### src/rtl/enigma_pkg.sv
`default_nettype none
// ============================================================================
// Module      : enigma_pkg
// Description : Shared encodings and constants for the Enigma I UART command
//               interface: request types, message lengths, ASCII control
//               characters and the default UART bit period.
// Revision    : 1.0 - initial release
// ============================================================================
package enigma_pkg;

  // Request type encodings on msg_id
  localparam logic [1:0] MSG_BANNER = 2'd0;
  localparam logic [1:0] MSG_OK     = 2'd1;
  localparam logic [1:0] MSG_ERR    = 2'd2;
  localparam logic [1:0] MSG_CHAR   = 2'd3;

  // Message lengths in bytes (5 bits so that 16 fits)
  localparam logic [4:0] LEN_BANNER = 5'd16;
  localparam logic [4:0] LEN_OK     = 5'd4;
  localparam logic [4:0] LEN_ERR    = 5'd5;
  localparam logic [4:0] LEN_CHAR   = 5'd1;

  // ASCII constants
  localparam logic [7:0] ASCII_CR = 8'h0D;
  localparam logic [7:0] ASCII_LF = 8'h0A;
  localparam logic [7:0] ASCII_SP = 8'h20;

  // 12 MHz / 115200 baud
  localparam int CLKS_PER_BIT_DEFAULT = 104;

  // Response transmitter states
  typedef enum logic [1:0] {
    ST_IDLE = 2'd0,
    ST_LOAD = 2'd1,
    ST_SEND = 2'd2
  } tx_state_t;

  // Base length of a message, before any optional trailing space
  function automatic logic [4:0] msg_len(input logic [1:0] id);
    case (id)
      MSG_BANNER: msg_len = LEN_BANNER;
      MSG_OK:     msg_len = LEN_OK;
      MSG_ERR:    msg_len = LEN_ERR;
      default:    msg_len = LEN_CHAR;
    endcase
  endfunction

endpackage
`default_nettype wire

### src/rtl/uart_tx_serializer.sv
`default_nettype none
// ============================================================================
// Module      : uart_tx_serializer
// Description : 8N1 UART byte transmitter, LSB first. A start pulse while idle
//               launches one frame; done is high during the final clock of
//               the stop bit so the caller can chain the next byte with
//               minimal idle time.
// Revision    : 1.0 - initial release
// ============================================================================
module uart_tx_serializer
  import enigma_pkg::*;
#(
  parameter int CLKS_PER_BIT = CLKS_PER_BIT_DEFAULT
) (
  input  logic       clk,
  input  logic       rst_n,
  input  logic       start,
  input  logic [7:0] data,
  output logic       tx,
  output logic       done
);

  localparam int              BAUD_W    = (CLKS_PER_BIT > 1) ? $clog2(CLKS_PER_BIT) : 1;
  localparam logic [BAUD_W-1:0] BAUD_LAST = BAUD_W'(CLKS_PER_BIT - 1);
  localparam logic [3:0]      BIT_STOP  = 4'd9;

  logic              r_active;
  logic [BAUD_W-1:0] r_baud;
  logic [3:0]        r_bit;     // 0 = start, 1..8 = data, 9 = stop
  logic [7:0]        r_shift;   // remaining data bits, refilled with 1s
  logic              r_tx;

  // Frame sequencer: baud counter paces bits, shift register supplies data
  // and naturally yields the stop-bit 1 after the eighth shift.
  always_ff @(posedge clk) begin
    if (!rst_n) begin
      r_active <= 1'b0;
      r_baud   <= '0;
      r_bit    <= '0;
      r_shift  <= '0;
      r_tx     <= 1'b1;
    end else if (!r_active) begin
      if (start) begin
        r_active <= 1'b1;
        r_baud   <= '0;
        r_bit    <= '0;
        r_shift  <= data;
        r_tx     <= 1'b0;
      end
    end else if (r_baud == BAUD_LAST) begin
      r_baud <= '0;
      if (r_bit == BIT_STOP) begin
        r_active <= 1'b0;
        r_bit    <= '0;
      end else begin
        r_bit   <= r_bit + 4'd1;
        r_tx    <= r_shift[0];
        r_shift <= {1'b1, r_shift[7:1]};
      end
    end else begin
      r_baud <= r_baud + 1'b1;
    end
  end

  assign tx   = r_tx;
  assign done = r_active && (r_bit == BIT_STOP) && (r_baud == BAUD_LAST);

endmodule
`default_nettype wire

### src/rtl/enigma_resp_tx.sv
`default_nettype none
// ============================================================================
// Module      : enigma_resp_tx
// Description : Response transmitter for the Enigma I UART command interface.
//               Accepts one request (BANNER / OK / ERR / CHAR), expands it
//               from a constant byte table and serialises it as 8N1.
//               Optional macro RESP_GROUP5_EN appends a space after every
//               fifth consecutive CHAR message.
// Revision    : 1.0 - initial release
// ============================================================================
module enigma_resp_tx
  import enigma_pkg::*;
#(
  parameter int CLKS_PER_BIT = CLKS_PER_BIT_DEFAULT
) (
  input  logic       clk,
  input  logic       rst_n,
  input  logic       msg_valid,
  input  logic [1:0] msg_id,
  input  logic [7:0] msg_char,
  output logic       msg_ready,
  output logic       busy,
  output logic       uart_tx
);

  tx_state_t  r_state;
  tx_state_t  w_state_nxt;
  logic       r_up;         // low for the reset cycles, keeps msg_ready low
  logic [1:0] r_id;
  logic [7:0] r_char;
  logic [3:0] r_byte_idx;
  logic       r_start;
  logic [7:0] r_byte;
  logic       w_accept;
  logic       w_done;
  logic       w_last;
  logic [4:0] w_len;

  // Constant message table addressed by {msg_id, byte_idx}
  function automatic logic [7:0] table_byte(input logic [5:0] addr, input logic [7:0] ch);
    case (addr)
      6'h00: table_byte = "E";
      6'h01: table_byte = "N";
      6'h02: table_byte = "I";
      6'h03: table_byte = "G";
      6'h04: table_byte = "M";
      6'h05: table_byte = "A";
      6'h06: table_byte = " ";
      6'h07: table_byte = "I";
      6'h08: table_byte = " ";
      6'h09: table_byte = "R";
      6'h0A: table_byte = "E";
      6'h0B: table_byte = "A";
      6'h0C: table_byte = "D";
      6'h0D: table_byte = "Y";
      6'h0E: table_byte = ASCII_CR;
      6'h0F: table_byte = ASCII_LF;
      6'h10: table_byte = "O";
      6'h11: table_byte = "K";
      6'h12: table_byte = ASCII_CR;
      6'h13: table_byte = ASCII_LF;
      6'h20: table_byte = "E";
      6'h21: table_byte = "R";
      6'h22: table_byte = "R";
      6'h23: table_byte = ASCII_CR;
      6'h24: table_byte = ASCII_LF;
      6'h30: table_byte = ch;
      6'h31: table_byte = ASCII_SP;
      default: table_byte = 8'hFF;
    endcase
  endfunction

  assign w_accept  = msg_valid && msg_ready;
  assign msg_ready = r_up && (r_state == ST_IDLE);
  assign busy      = (r_state != ST_IDLE);
  assign w_last    = ({1'b0, r_byte_idx} == (w_len - 5'd1));

`ifdef RESP_GROUP5_EN
  logic [2:0] r_group;   // CHAR messages since the last appended space
  logic       r_append;  // current CHAR message carries a trailing space

  // Group counter: every fifth consecutive CHAR gets a trailing space
  always_ff @(posedge clk) begin
    if (!rst_n) begin
      r_group  <= '0;
      r_append <= 1'b0;
    end else if (w_accept) begin
      if (msg_id == MSG_CHAR) begin
        if (r_group == 3'd4) begin
          r_group  <= '0;
          r_append <= 1'b1;
        end else begin
          r_group  <= r_group + 3'd1;
          r_append <= 1'b0;
        end
      end else begin
        r_group  <= '0;
        r_append <= 1'b0;
      end
    end
  end

  assign w_len = ((r_id == MSG_CHAR) && r_append) ? 5'd2 : msg_len(r_id);
`else
  assign w_len = msg_len(r_id);
`endif

  // FSM state register
  always_ff @(posedge clk) begin
    if (!rst_n) begin
      r_state <= ST_IDLE;
    end else begin
      r_state <= w_state_nxt;
    end
  end

  // FSM next-state logic
  always_comb begin
    w_state_nxt = r_state;
    case (r_state)
      ST_IDLE: if (w_accept) w_state_nxt = ST_LOAD;
      ST_LOAD: w_state_nxt = ST_SEND;
      ST_SEND: if (w_done) w_state_nxt = w_last ? ST_IDLE : ST_LOAD;
      default: w_state_nxt = ST_IDLE;
    endcase
  end

  // Request latch, byte index and registered byte/start handoff to serialiser
  always_ff @(posedge clk) begin
    if (!rst_n) begin
      r_up       <= 1'b0;
      r_id       <= MSG_BANNER;
      r_char     <= '0;
      r_byte_idx <= '0;
      r_start    <= 1'b0;
      r_byte     <= '0;
    end else begin
      r_up    <= 1'b1;
      r_start <= (r_state == ST_LOAD);
      if (r_state == ST_LOAD) begin
        r_byte <= table_byte({r_id, r_byte_idx}, r_char);
      end
      if (w_accept) begin
        r_id       <= msg_id;
        r_char     <= msg_char;
        r_byte_idx <= '0;
      end else if ((r_state == ST_SEND) && w_done && !w_last) begin
        r_byte_idx <= r_byte_idx + 4'd1;
      end
    end
  end

  uart_tx_serializer #(
    .CLKS_PER_BIT(CLKS_PER_BIT)
  ) u_ser (
    .clk   (clk),
    .rst_n (rst_n),
    .start (r_start),
    .data  (r_byte),
    .tx    (uart_tx),
    .done  (w_done)
  );

endmodule
`default_nettype wire

### config.mk
export PLATFORM = sky130hd
export DESIGN_NAME = enigma_resp_tx
export DESIGN_NICKNAME = d
export VERILOG_FILES = /design/src/rtl/enigma_pkg.sv /design/src/rtl/uart_tx_serializer.sv /design/src/rtl/enigma_resp_tx.sv
export SDC_FILE = /design/constraint.sdc
export NUM_CORES = 1
export LEC_CHECK = 0
export BUFFER_PORTS_ARGS = -buffer_cell sky130_fd_sc_hd__buf_2
export CAP_MARGIN = 20
export CORE_ASPECT_RATIO = 1.5
export CORE_MARGIN = 5
export CORE_UTILIZATION = 30
export DETAILED_ROUTE_END_ITERATION = 10
export PLACE_DENSITY = 0.56
export SYNTH_ARGS = -nofsm -noshare
export SYNTH_HDL_FRONTEND = slang
export SYNTH_SLANG_ARGS = --single-unit
### constraint.sdc
create_clock -name clk -period 1.8 [get_ports clk]
set_input_delay 0.45 -clock clk [delete_from_list [all_inputs] [get_ports clk]]
set_output_delay 0.45 -clock clk [all_outputs]
set_load 0.03 [all_outputs]
-- After elaboration in Yosys (flattened, before gate mapping)
Index checks and enable logic that the tools add are counted.
- output and inout bits: 3
- register bits after elaboration: 47
- bits of input ports: 13
- logic and storage cells: 103
- eq/ne operators: 37
- reductions and logical operators: 23
- bitwise operators: 1
- $add $sub $neg: 4
- mux-type cells: 26
- operators with widths (kind ; number):
    one-hot mux 8 bit (15 select lines) ; 1
    == test 6 x 4 -> 1 bit (second input constant) ; 8
    == test 6 bit (second input constant) ; 7
    2-to-1 mux 8 bit ; 4
    == test 6 x 3 -> 1 bit (second input constant) ; 4
    == test 6 x 5 -> 1 bit (second input constant) ; 4
    2-to-1 mux 7 bit ; 3
    2-to-1 mux 4 bit ; 4
    one-hot mux 5 bit (3 select lines) ; 1
    OR reduction 3 bit ; 5
    == test 6 x 2 -> 1 bit (second input constant) ; 2
    2-to-1 mux 1 bit ; 10
    adder 4 x 1 -> 4 bit (second input constant) ; 2
    inequality test 2 bit (second input constant) ; 4
    adder 7 x 1 -> 7 bit (second input constant) ; 1
    == test 7 bit (second input constant) ; 1
    == test 6 x 1 -> 1 bit (second input constant) ; 1
    logical AND 1 bit ; 6
    zero test 6 bit ; 1
    one-hot mux 2 bit (3 select lines) ; 1
    OR reduction 2 bit ; 3
    == test 4 x 5 -> 1 bit ; 1
    subtractor 5 x 1 -> 5 bit (second input constant) ; 1
    == test 2 x 1 -> 1 bit (second input constant) ; 2
    other kinds (9) ; 14

-- Depth between registers and ports, before layout
Gate-level depths: netlist (run 1).
- word-level depth: 7
- mapped depth: 8
- mapped depth without buffers: 7

-- Hierarchy
From an unflattened synthesis (run 1), not the netlist that was laid out.
- cell total of the unflattened synthesis: 314
- area, all modules: 2708.8 um^2
- modules (own cells, without submodules) (module ; area each (um^2) ; times used ; cells each ; seq. area each (um^2)):
    enigma_resp_tx ; 1629.1 ; 1 ; 193 ; 520.5
    uart_tx_serializer ; 1079.8 ; 1 ; 121 ; 420.4

-- Worst setup path after synthesis (run 1)
Ideal clock, no wire load.
- kind: reg2reg
- from: reg r_byte_idx[0]
- to: reg r_byte[6]
- clock period less this slack: 1943 ps
- stages on the path, launching flop included: 9
- slack: -143 ps
- buffers on the path: 1
- data required time: 1726 ps
- arrival: 1869 ps
- library setup time: 74 ps
- path through: dfxtp_1 -> inv_1 -> ha_1 -> buf_2 -> and4b_1 -> a31o_1 -> nor3_2 -> or3b_1 -> a31oi_1
- longest elaborated chain between the ends: 3
- elaborated cells between the ends (all ways): 35
- classes of those cells: 26 x eq/ne; 1 x mux; 8 x reduce/logical
- RTL lines (item ; line ; text):
    from (decl) ; enigma_resp_tx.sv:31 ; logic [3:0] r_byte_idx;
    from (signal assigned) ; enigma_resp_tx.sv:148 ; r_byte_idx <= r_byte_idx + 4'd1;
    == test 6 bit, or another cell as far along ; enigma_resp_tx.sv:41 ; case (addr)
    OR reduction 3 bit (no source line) or OR reduction 2 bit (tied branches) ; -- ;
    one-hot mux 8 bit (15 select lines) * ; enigma_resp_tx.sv:41 ;
    to (signal assigned) ; enigma_resp_tx.sv:141 ; r_byte <= table_byte({r_id, r_byte_idx}, r_char);
    to (decl) ; enigma_resp_tx.sv:33 ; logic [7:0] r_byte;
Every way passes the cells marked *; elsewhere a longest branch is shown, timed or not.
A chain may end at the register's enable or synchronous reset.

-- Worst setup path after layout (run 1)
- from: reg r_byte_idx[0]
- to: reg r_byte[0]
The elaborated chain is that of the path after synthesis.

==> results.py, run 1 <==
metrics = {
    "synth": {
        "synth_simple_gate_area_frac": 0.2384,
        "synth_xor_area_frac": 0.01710,
        "syn_avg_cell_area_um2": 8.209,
        "async_reset_ff_frac": 0,
        "netlist_area_mm2": 0.002561,
        "synth_nets": 337,
        "syn-instance-count": 312,
        "synthMuxAreaShare": 0.03517,
        "synth_top_family_by_area": "compound AO/OA/AOI/OAI gates",
        "yosys_warnings": 0,
        "ys_seq_area_frac": 0.3674,
        "synth.distinct_cells": 54,
        "synth-seq-cells": 47,
        "synth_edf_count": 0,
        "synthAdderAreaFrac": 0.05862,
        "synth_ff_type": "dfxtp_1",
        "synth_compound_area_frac": 0.2404,
    },
    "sta": {
        "final.period_utilization": 1.022,
        "finClkSkew_ns": 0.007206,
        "drv_slew": 0,
        "worst_pin_slew_ns": 0.5067,
        "hold_violations": 0,
        "hold_slack_ns": 0.3947,
        "fin_ws_ns": -0.03985,
        "rsz0062_at_grt": "yes",
        "setup_viol": 7,
        "post-route-min-period_ns": 1.840,
        "fmax_mhz": 543.5,
        "setup_tns_ns": -0.1912,
        "slew_headroom": 0.6599,
    },
    "outcome": {
        "outcome": "finished, violations left",
        "violations": "setup timing",
    },
    "routing": {
        "drc": 0,
        "avgRoutedWirePerCell_um": 14.39,
        "viasPerCell": 5.140,
        "drt_iter0_drc": 59,
        "drt-total-wl_um": 6778,
        "vias": 2421,
        "ant_nets": 0,
        "drt-pass1-iter-count": 4,
    },
    "critical_path": {
        "max_stage_delay_ns": 0.37,
        "cpMaxStageDelayCell": "dfxtp_4",
        "path_max_fanout": 4,
        "arrival_ns": 2.00,
        "cp.required_ns": 1.96,
        "worstSetupPathType": "register to register",
        "crit_path_end_kind": "register",
        "crit_family": "compound AO/OA/AOI/OAI gates",
        "crit_chain": "inv_4, ha_4, buf_6, nor2_2, o31a_1, o21a_1, buf_4, a41oi_2, a31oi_1",
        "r2r-start": "r_byte_idx[0]",
        "crit_start": "r_byte_idx[0]",
        "start_kind": "register",
        "crit_buf_inv": 3,
    },
    "clock_tree": {
        "cts_tree": "yes",
        "cts_buffers": 5,
        "cts-htree-levels": 2,
        "clock_path_buffers": 2,
        "clock_sinks": 47,
        "clkLatencyLatePin_ns": 0.28,
        "root_buffer": "clkbuf_16",
        "clkTransAtPathRegs_ns": 0.06,
    },
    "placed_design": {
        "preCtsSetupSlack_ns": -0.1590,
        "place_inst": 459,
        "gp_congestion": 0.8883,
        "portBuffers": 15,
        "dp_hpwl_um": 5032,
    },
    "die": {
        "die_w_um": 85.44,
        "die_area_mm2": 0.01052,
        "rows": 41,
        "fp.dieH_um": 123.2,
        "initial_core_util": 0.3063,
        "coreArea_mm2": 0.008362,
        "pin_count": 16,
    },
    "layout": {
        "nets": 389,
        "layout-drive-gt1-share": 0.3242,
        "utilization": 0.4155,
        "layout_commonest_cell": "buf_4",
        "instances_no_fill": 471,
        "mostFrequentLayoutCells": "42 x buf_4, 41 x dfxtp_1, 34 x nor2_1, 34 x nand2_1, 23 x a21oi_1",
        "diodes": 0,
        "area_growth_pct": 35.66,
    },
    "min_path": {
        "worstHoldPathType": "input port to register",
        "hp-start": "msg_id[0]",
    },
    "pwr": {
        "powerDensity_mw_per_mm2": 684.2,
        "ir_drop_v": 0.0004614,
        "p_leak_uw": 0.001309,
    },
    "grt": {
        "grt_start_max_net_pins": 16,
        "overflow": 0,
        "grt_pass1_wl_um": 10990,
        "grt_busiest_layer": "met2",
        "grt_use_met1": 0.1374,
        "antenna_found_initial": 0,
        "grt_use_total": 0.1312,
        "grt_use_met2": 0.2466,
        "grt_pass1_vias": 2420,
        "use_met3": 0.02267,
    },
    "flow_run": {
        "maxCapViolCount": 0,
    },
}
routing by layer:
layer,wire (µm),share of wire
met5,0,0
met4,264,0.039
met3,119,0.018
met2,3692,0.54
met1,2701,0.40
Yosys cell counts (all sizes together), types with 3 or more instances:
| cell type | n | area (µm²) |
|---|---|---|
| clkbuf | 11 | 41.29 |
| a41oi | 4 | 35.03 |
| mux2i | 9 | 90.09 |
| a311oi | 4 | 35.03 |
| nor3 | 4 | 25.02 |
| nor3b | 4 | 30.03 |
| o21ai | 20 | 100.1 |
| xnor2 | 4 | 35.03 |
| ha | 12 | 150.1 |
| and3 | 5 | 31.28 |
| nor2b | 5 | 31.28 |
| buf | 6 | 35.03 |
| nand2 | 35 | 131.4 |
| a211oi | 10 | 80.07 |
| nand3 | 7 | 35.03 |
| a31o | 4 | 35.04 |
| inv | 9 | 33.78 |
| nand2b | 4 | 25.02 |
| a31oi | 11 | 68.82 |
| dfxtp | 47 | 940.9 |
| a21oi | 26 | 130.1 |
| nor2 | 37 | 146.4 |
| or2 | 3 | 18.77 |
| nand3b | 4 | 30.03 |
final timing paths:
kind / cells past startpoint / slack (ns) / endpoint
worst max register to register: 9 / -0.04 / r_byte[0]
worst max-delay path: 9 / -0.04 / r_byte[0]
worst min register to register: 2 / 0.47 / r_char[2]
worst min-delay path: 3 / 0.39 / r_id[0]
where the power goes:
part	switching [µW]	internal, µW	total (µW)
clock	369	648	1020
combinational	145	121	265
sequential	25.1	1070	1100
registers in the layout, summed over array words and instances, names as in the netlist:
name / flops
u_ser.r_baud: 7
u_ser.r_bit: 4
u_ser.tx: 1
u_ser.r_active: 1
r_char: 8
u_ser.r_shift: 8
r_up: 1
r_byte_idx: 4
r_start: 1
r_state: 2
r_id: 2
r_byte: 8
what timing repair did:
item                       4_1_cts  5_1_grt
resized for setup               22       37
setup buffers                    3        3
setup endpoints to repair       13       22
hold buffers                     0        0
pin swaps                       11       22
tightest hold or removal path, stage by stage:
cell     delay [ns]
buf_2          0.09
nand2_1        0.04
a21oi_1        0.05
kinds of logic after synthesis:
logic type,count (synthesis)
AND/OR/NAND/NOR,120
AO/OA/AOI/OAI,93
flip-flops,47
buffers and inverters,26
adder cells (fa/ha/maj),12
multiplexers,9
XOR/XNOR,5
through the flow:
| step | area [µm²] | power, µW |
|---|---|---|
| floorplan | 2571 | 1257 |
| global placement | 3019 | 1342 |
| detailed placement | 3019 | 1345 |
| CTS | 3292 | 2392 |
| global route | 3475 | 2487 |
| finish | 3475 | 2377 |
cell type report:
| class | count | area [µm²] |
|---|---|---|
| clock inverters | 1 | 30.03 |
| repair buffers | 62 | 446.7 |
| multi-input cells | 239 | 1738 |
| inverters | 9 | 41.29 |
| well taps | 107 | 133.9 |
| flip-flops and latches | 47 | 955.9 |
| clock buffers | 6 | 128.9 |
| fillers | 841 | 4887 |
(Power assumes the default switching activity.)
==> run 2, diff against run 1 <==
- MAX_ROUTING_LAYER: unset -> met4
==> run 2 against run 1 <==
The flow now finishes without violations. Non-clock buffer count up 6. Routed wire length up 1.6%. Sequential share of layout area down 0.053 points. Cell area up 0.32%. Via count up 1.3%. Setup slack better by 0.049 ns. Sequential cell count unchanged. Highest routed layer unchanged.
==> results.py, run 2 (synthesis results as in run 1) <==
metrics = {
    "routing": {
        "drt-pass1-iter-count": 4,
        "viasPerCell": 5.132,
        "ant_nets": 0,
        "drt_iter0_drc": 69,
        "vias": 2453,
        "drt-total-wl_um": 6887,
        "drc": 0,
        "avgRoutedWirePerCell_um": 14.41,
    },
    "grt": {
        "antenna_found_initial": 0,
        "grt_pass1_wl_um": 10970,
        "grt_start_max_net_pins": 16,
        "grt_use_total": 0.1346,
        "grt_pass1_vias": 2325,
        "overflow": 0,
    },
    "die": {
        "initial_core_util": 0.3063,
        "die_area_mm2": 0.01052,
        "coreArea_mm2": 0.008362,
        "fp.dieH_um": 123.2,
        "die_w_um": 85.44,
        "rows": 41,
        "pin_count": 16,
    },
    "outcome": {
        "outcome": "completed",
    },
    "clock_tree": {
        "cts_tree": "yes",
        "cts-htree-levels": 2,
        "cts_buffers": 5,
        "root_buffer": "clkbuf_16",
        "clkLatencyLatePin_ns": 0.29,
        "clock_path_buffers": 2,
        "postCtsHoldBufs": 0,
        "clkTransAtPathRegs_ns": 0.07,
        "clock_sinks": 47,
    },
    "layout": {
        "instances_no_fill": 478,
        "top_regs": "r_byte: 8 flops, r_char: 8 flops, u_ser.r_shift: 8 flops",
        "nFillCells": 841,
        "nets": 395,
        "area_growth_pct": 36.10,
        "layout-drive-gt1-share": 0.3585,
        "utilization": 0.4169,
        "mostFrequentLayoutCells": "52 x buf_4, 38 x dfxtp_1, 35 x nor2_1",
        "diodes": 0,
        "layout_commonest_cell": "buf_4",
    },
    "placed_design": {
        "gp_congestion": 0.8380,
        "portBuffers": 15,
        "place_inst": 463,
        "preCtsSetupSlack_ns": -0.1343,
        "dp_hpwl_um": 5175,
    },
    "critical_path": {
        "crit_path_end_kind": "register",
        "start_kind": "register",
        "max_stage_delay_ns": 0.39,
        "crit_chain": "inv_2, ha_4, xnor2_4, mux2i_4, a211oi_4, mux2i_1, nor2_1",
        "cp.required_ns": 1.98,
        "worstSetupPathType": "register to register",
        "path_max_fanout": 4,
        "cpMaxStageDelayCell": "a211oi_4",
        "arrival_ns": 1.97,
    },
    "sta": {
        "hold_slack_ns": 0.3949,
        "setup_viol": 0,
        "rsz0062_at_grt": "yes",
        "post-route-min-period_ns": 1.791,
        "fin_ws_ns": 0.009331,
        "drv_slew": 0,
        "slew_headroom": 0.6287,
        "hold_violations": 0,
        "final.period_utilization": 0.9948,
        "fmax_mhz": 558.5,
        "finClkSkew_ns": 0.006418,
        "worst_pin_slew_ns": 0.5532,
    },
    "flow_run": {
        "maxCapViolCount": 0,
    },
    "pwr": {
        "p_leak_uw": 0.001341,
        "powerDensity_mw_per_mm2": 653.8,
        "ir_drop_v": 0.0003591,
        "finalPower_uw": 2279,
    },
    "min_path": {
        "worstHoldPathType": "input port to register",
    },
}
## run 2: metrics by stage
| step | area (µm²) | setup TNS (ns) |
|---|---|---|
| after global routing | 3486 | -0.5959 |
| after floorplan | 2571 | -0.07873 |
| after detailed placement | 3049 | -0.6577 |
| after global placement | 3049 | -0.3971 |
| final | 3486 | 0 |
| after CTS | 3271 | 0 |
## run 2: power breakdown
| group | switching, µW | total (µW) | internal (µW) |
|---|---|---|---|
| clock network | 400 | 915 | 515 |
| logic | 145 | 270 | 124 |
| registers | 24.0 | 1090 | 1070 |
| total | 569 | 2280 | 1710 |
## run 2: area by class of cell
cell class                 instances  area [µm²]  share of cell area
clock buffer                       5       125.1             0.03589
multi-input combinational        239        1738              0.4986
inverter                           9       36.28             0.01041
tap                              107       133.9             0.03841
sequential                        47       957.2              0.2746
timing repair buffer              68       476.7              0.1368
clock inverter                     3       18.77            0.005384
## run 2: layer usage
metal / up-vias / part of all wire / track usage
li1: 1242 / - / -
met1: 1178 / 0.40 / 0.1392
met2: 25 / 0.56 / 0.2583
met3: 8 / 0.017 / 0.01933
met4: 0 / 0.017 / 0.04257
met5: - / 0 / -
## run 2: timing repair
action,4_1_cts,5_1_grt
endpoints found under the setup margin,12,18
pin swaps,12,16
resized for setup,19,39
setup buffers,1,7
## run 2: final timing paths
check | start | end | slack (ns) | cells past startpoint
hold reg to reg | r_char[2] | r_char[2] | 0.46 | 2
setup reg to reg | r_id[1] | r_byte_idx[1] | 0.009 | 7
hold / removal | msg_char[0] | r_char[0] | 0.39 | 3
setup / recovery | r_id[1] | r_byte_idx[1] | 0.009 | 7
## run 2: worst max-delay path: cells and delay by family (launching register included)
family,cells,cell delay (ns)
AND/OR/NAND/NOR,1,0.05
buffers and inverters,1,0.06
multiplexers,2,0.45
flip-flops,1,0.36
adder cells (fa/ha/maj),1,0.23
XOR/XNOR,1,0.13
AO/OA/AOI/OAI,1,0.39
==> run 3, diff against run 2 <==
- SYNTH_HIERARCHICAL: unset -> 1
==> run 3 against run 2 <==
The run now ends with setup timing left. Worst hold slack improved by 0.011 ns. Critical path depth did not move. Routed wire length fell by 5.3%. Via count fell by 0.45%. Non-clock buffer count fell by 14. Global-route usage fell by 0.66 points. Register-to-register slack barely moved. Critical path type unchanged. Critical endpoint is now r_byte[2]. Largest cell class unchanged.
==> results.py, run 3 <==
metrics = {
    "routing": {
        "viasPerCell": 5.196,
        "ant_nets": 0,
        "drc": 0,
        "vias": 2442,
        "drt-pass1-iter-count": 4,
        "drt_iter0_drc": 48,
        "drt-total-wl_um": 6523,
        "avgRoutedWirePerCell_um": 13.88,
    },
    "outcome": {
        "violations": "setup timing",
        "outcome": "finished, violations left",
    },
    "grt": {
        "grt_pass1_vias": 2463,
        "grt_start_max_net_pins": 26,
        "overflow": 0,
        "grt_use_total": 0.1280,
        "antenna_found_initial": 0,
        "grt_use_met2": 0.2336,
        "grt_pass1_wl_um": 11180,
        "grt_use_met1": 0.1276,
        "use_met3": 0.02206,
        "grt_busiest_layer": "met2",
    },
    "sta": {
        "hold_violations": 0,
        "post-route-min-period_ns": 1.803,
        "worst_pin_slew_ns": 0.5508,
        "final.period_utilization": 1.002,
        "setup_tns_ns": -0.003108,
        "rsz0062_at_grt": "yes",
        "slew_headroom": 0.6314,
        "fmax_mhz": 554.6,
        "finClkSkew_ns": 0.006452,
        "fin_ws_ns": -0.003108,
        "setup_viol": 1,
        "drv_slew": 0,
    },
    "synth": {
        "netlist_area_mm2": 0.002709,
        "yosys.area.top_type": "dfxtp_1",
        "synth_nets": 339,
        "syn-instance-count": 314,
        "async_reset_ff_frac": 0,
        "synth-seq-cells": 47,
        "ys_seq_area_frac": 0.3473,
        "synth_edf_count": 0,
        "synth_top_area_frac": 0.3473,
        "synth_ff_type": "dfxtp_1",
        "synth.distinct_cells": 66,
        "syn_avg_cell_area_um2": 8.627,
        "synth_area_leaders": "dfxtp_1 35%, nand2_1 5.8%, ha_1 5.5%",
        "yosysMostFrequentCell": "dfxtp_1",
        "yosys_warnings": 6,
        "synth_common_cells": "47 x dfxtp_1, 42 x nand2_1, 21 x o21ai_0",
    },
    "critical_path": {
        "crit_buf_inv": 1,
        "crit_chain": "buf_12, ha_4, nor2_1, o21ai_1, a221oi_2, nand4_4, a41oi_2",
        "worstSetupPathType": "register to register",
        "path_max_fanout": 7,
        "cpMaxStageDelayCell": "a221oi_2",
        "r2r-end": "r_byte[2]",
        "worstRegToRegCells": 7,
        "max_stage_delay_ns": 0.39,
        "cp.required_ns": 2.01,
        "r2r-start": "r_byte_idx[0]",
        "start_kind": "register",
        "crit_family": "compound AO/OA/AOI/OAI gates",
        "reg2reg_setup_slack_ns": -0.003,
        "crit_path_end_kind": "register",
        "arrival_ns": 2.02,
    },
    "pwr": {
        "p_clk_frac": 0.401,
        "combPwrFrac": 0.112,
        "p_leak_uw": 0.001261,
        "p_sw_frac": 0.2452,
        "powerDensity_mw_per_mm2": 656.6,
        "ir_drop_v": 0.0004928,
        "p_seq_frac": 0.487,
        "p_switching_uw": 550.6,
        "internal_power_uw": 1695,
    },
    "layout": {
        "diodes": 0,
        "layout_commonest_cell": "dfxtp_1",
        "nFillCells": 916,
        "layout-drive-gt1-share": 0.3028,
        "mostFrequentLayoutCells": "42 x dfxtp_1, 39 x nand2_1, 36 x buf_4",
        "top_regs": "r_byte: 8 flops, r_char: 8 flops, u_ser/r_shift: 8 flops",
        "area_growth_pct": 26.24,
        "utilization": 0.3873,
        "nets": 384,
    },
    "clock_tree": {
        "cts_buffers": 5,
        "root_buffer": "clkbuf_16",
        "clkLatencyLatePin_ns": 0.29,
        "clock_path_buffers": 2,
        "clock_sinks": 47,
        "clkTransAtPathRegs_ns": 0.07,
        "cts_tree": "yes",
        "postCtsHoldBufs": 0,
        "cts-htree-levels": 2,
    },
    "placed_design": {
        "gp_congestion": 0.8489,
        "portBuffers": 15,
        "preCtsSetupSlack_ns": -0.1384,
        "dp_hpwl_um": 5086,
    },
    "die": {
        "pin_count": 16,
        "fp.dieH_um": 126.4,
        "die_area_mm2": 0.01107,
        "initial_core_util": 0.3068,
        "rows": 42,
        "die_w_um": 87.59,
        "coreArea_mm2": 0.008828,
    },
    "min_path": {
        "whs_endpoint": "r_char[2]",
        "worstHoldPathType": "input port to register",
        "hp-start": "msg_char[2]",
        "hold_depth": 3,
    },
    "flow_run": {
        "maxCapViolCount": 0,
    },
}
-- run 3: cell types whose count changed after synthesis, moves of 7 or more --
cell,change
clkbuf_1,-7
nand2_1,+7
nor2_1,-16
a21boi_0,+11
a21oi_1,-12
nand3_1,+8
-- run 3: cells by family after synthesis --
family	after synthesis	share of synthesized area
buf+inv	28	0.05542
mux	12	0.04434
compound gates	91	0.2499
fa+ha+maj	12	0.05543
simple gates	122	0.2411
flops	47	0.3473
xor+xnor	2	0.006468
-- run 3: layout make-up --
class | count | area, µm² | share of cell area
clock inverters | 3 | 20.02 | 0.005854
multi-input cells | 239 | 1743 | 0.5097
repair buffers | 54 | 396.6 | 0.1160
inverters | 12 | 47.55 | 0.01390
flip-flops and latches | 47 | 949.7 | 0.2777
well taps | 110 | 137.6 | 0.04025
clock buffers | 5 | 125.1 | 0.03659
-- run 3: worst min-delay path, delay by kind of cell --
| kind | cells | cell delay (ns) |
|---|---|---|
| simple gates | 1 | 0.04 |
| buf+inv | 1 | 0.10 |
| compound gates | 1 | 0.06 |
-- run 3: power groups by stage --
stage / clock [µW] / sequential, µW / combinational [µW]
floorplan: 0 / 1110 / 158
detailed placement: 0 / 1120 / 238
global placement: 0 / 1120 / 233
CTS: 927 / 1090 / 244
global route: 980 / 1100 / 282
finish: 900 / 1090 / 252
-- run 3: worst max-delay path by stage --
stage | start | to | depth (start not counted)
CTS | r_byte_idx[0] | r_byte[2] | 6
global route | r_byte_idx[0] | r_byte[2] | 8
global placement | r_byte_idx[1] | r_byte[2] | 7
finish | r_byte_idx[0] | r_byte[2] | 7
floorplan | r_byte_idx[1] | r_byte[2] | 8
detailed placement | r_byte_idx[0] | r_byte[2] | 7
-- run 3: stage by stage --
stage | total power, µW | hold WS (ns) | area [µm²] | cells
detailed placement | 1356 | 0.4615 | 3113 | 460
floorplan | 1271 | 0.4432 | 2715 | 314
global route | 2359 | 0.4154 | 3420 | 470
global placement | 1351 | 0.4612 | 3113 | 460
finish | 2245 | 0.4056 | 3420 | 470
CTS | 2263 | 0.4085 | 3339 | 470
-- run 3: what timing repair did --
item	4_1_cts	5_1_grt
resized for setup	15	21
setup buffers	2	0
setup endpoints to repair	8	15
pin swaps	7	8
-- run 3: metal layers --
layer  up-vias  wire length (µm)  part of all wire
met5         -                 0                 0
met2        39              3616              0.55
met1      1147              2461              0.38
met4         0               276             0.042
li1       1230                 -                 -
met3        26               169             0.026
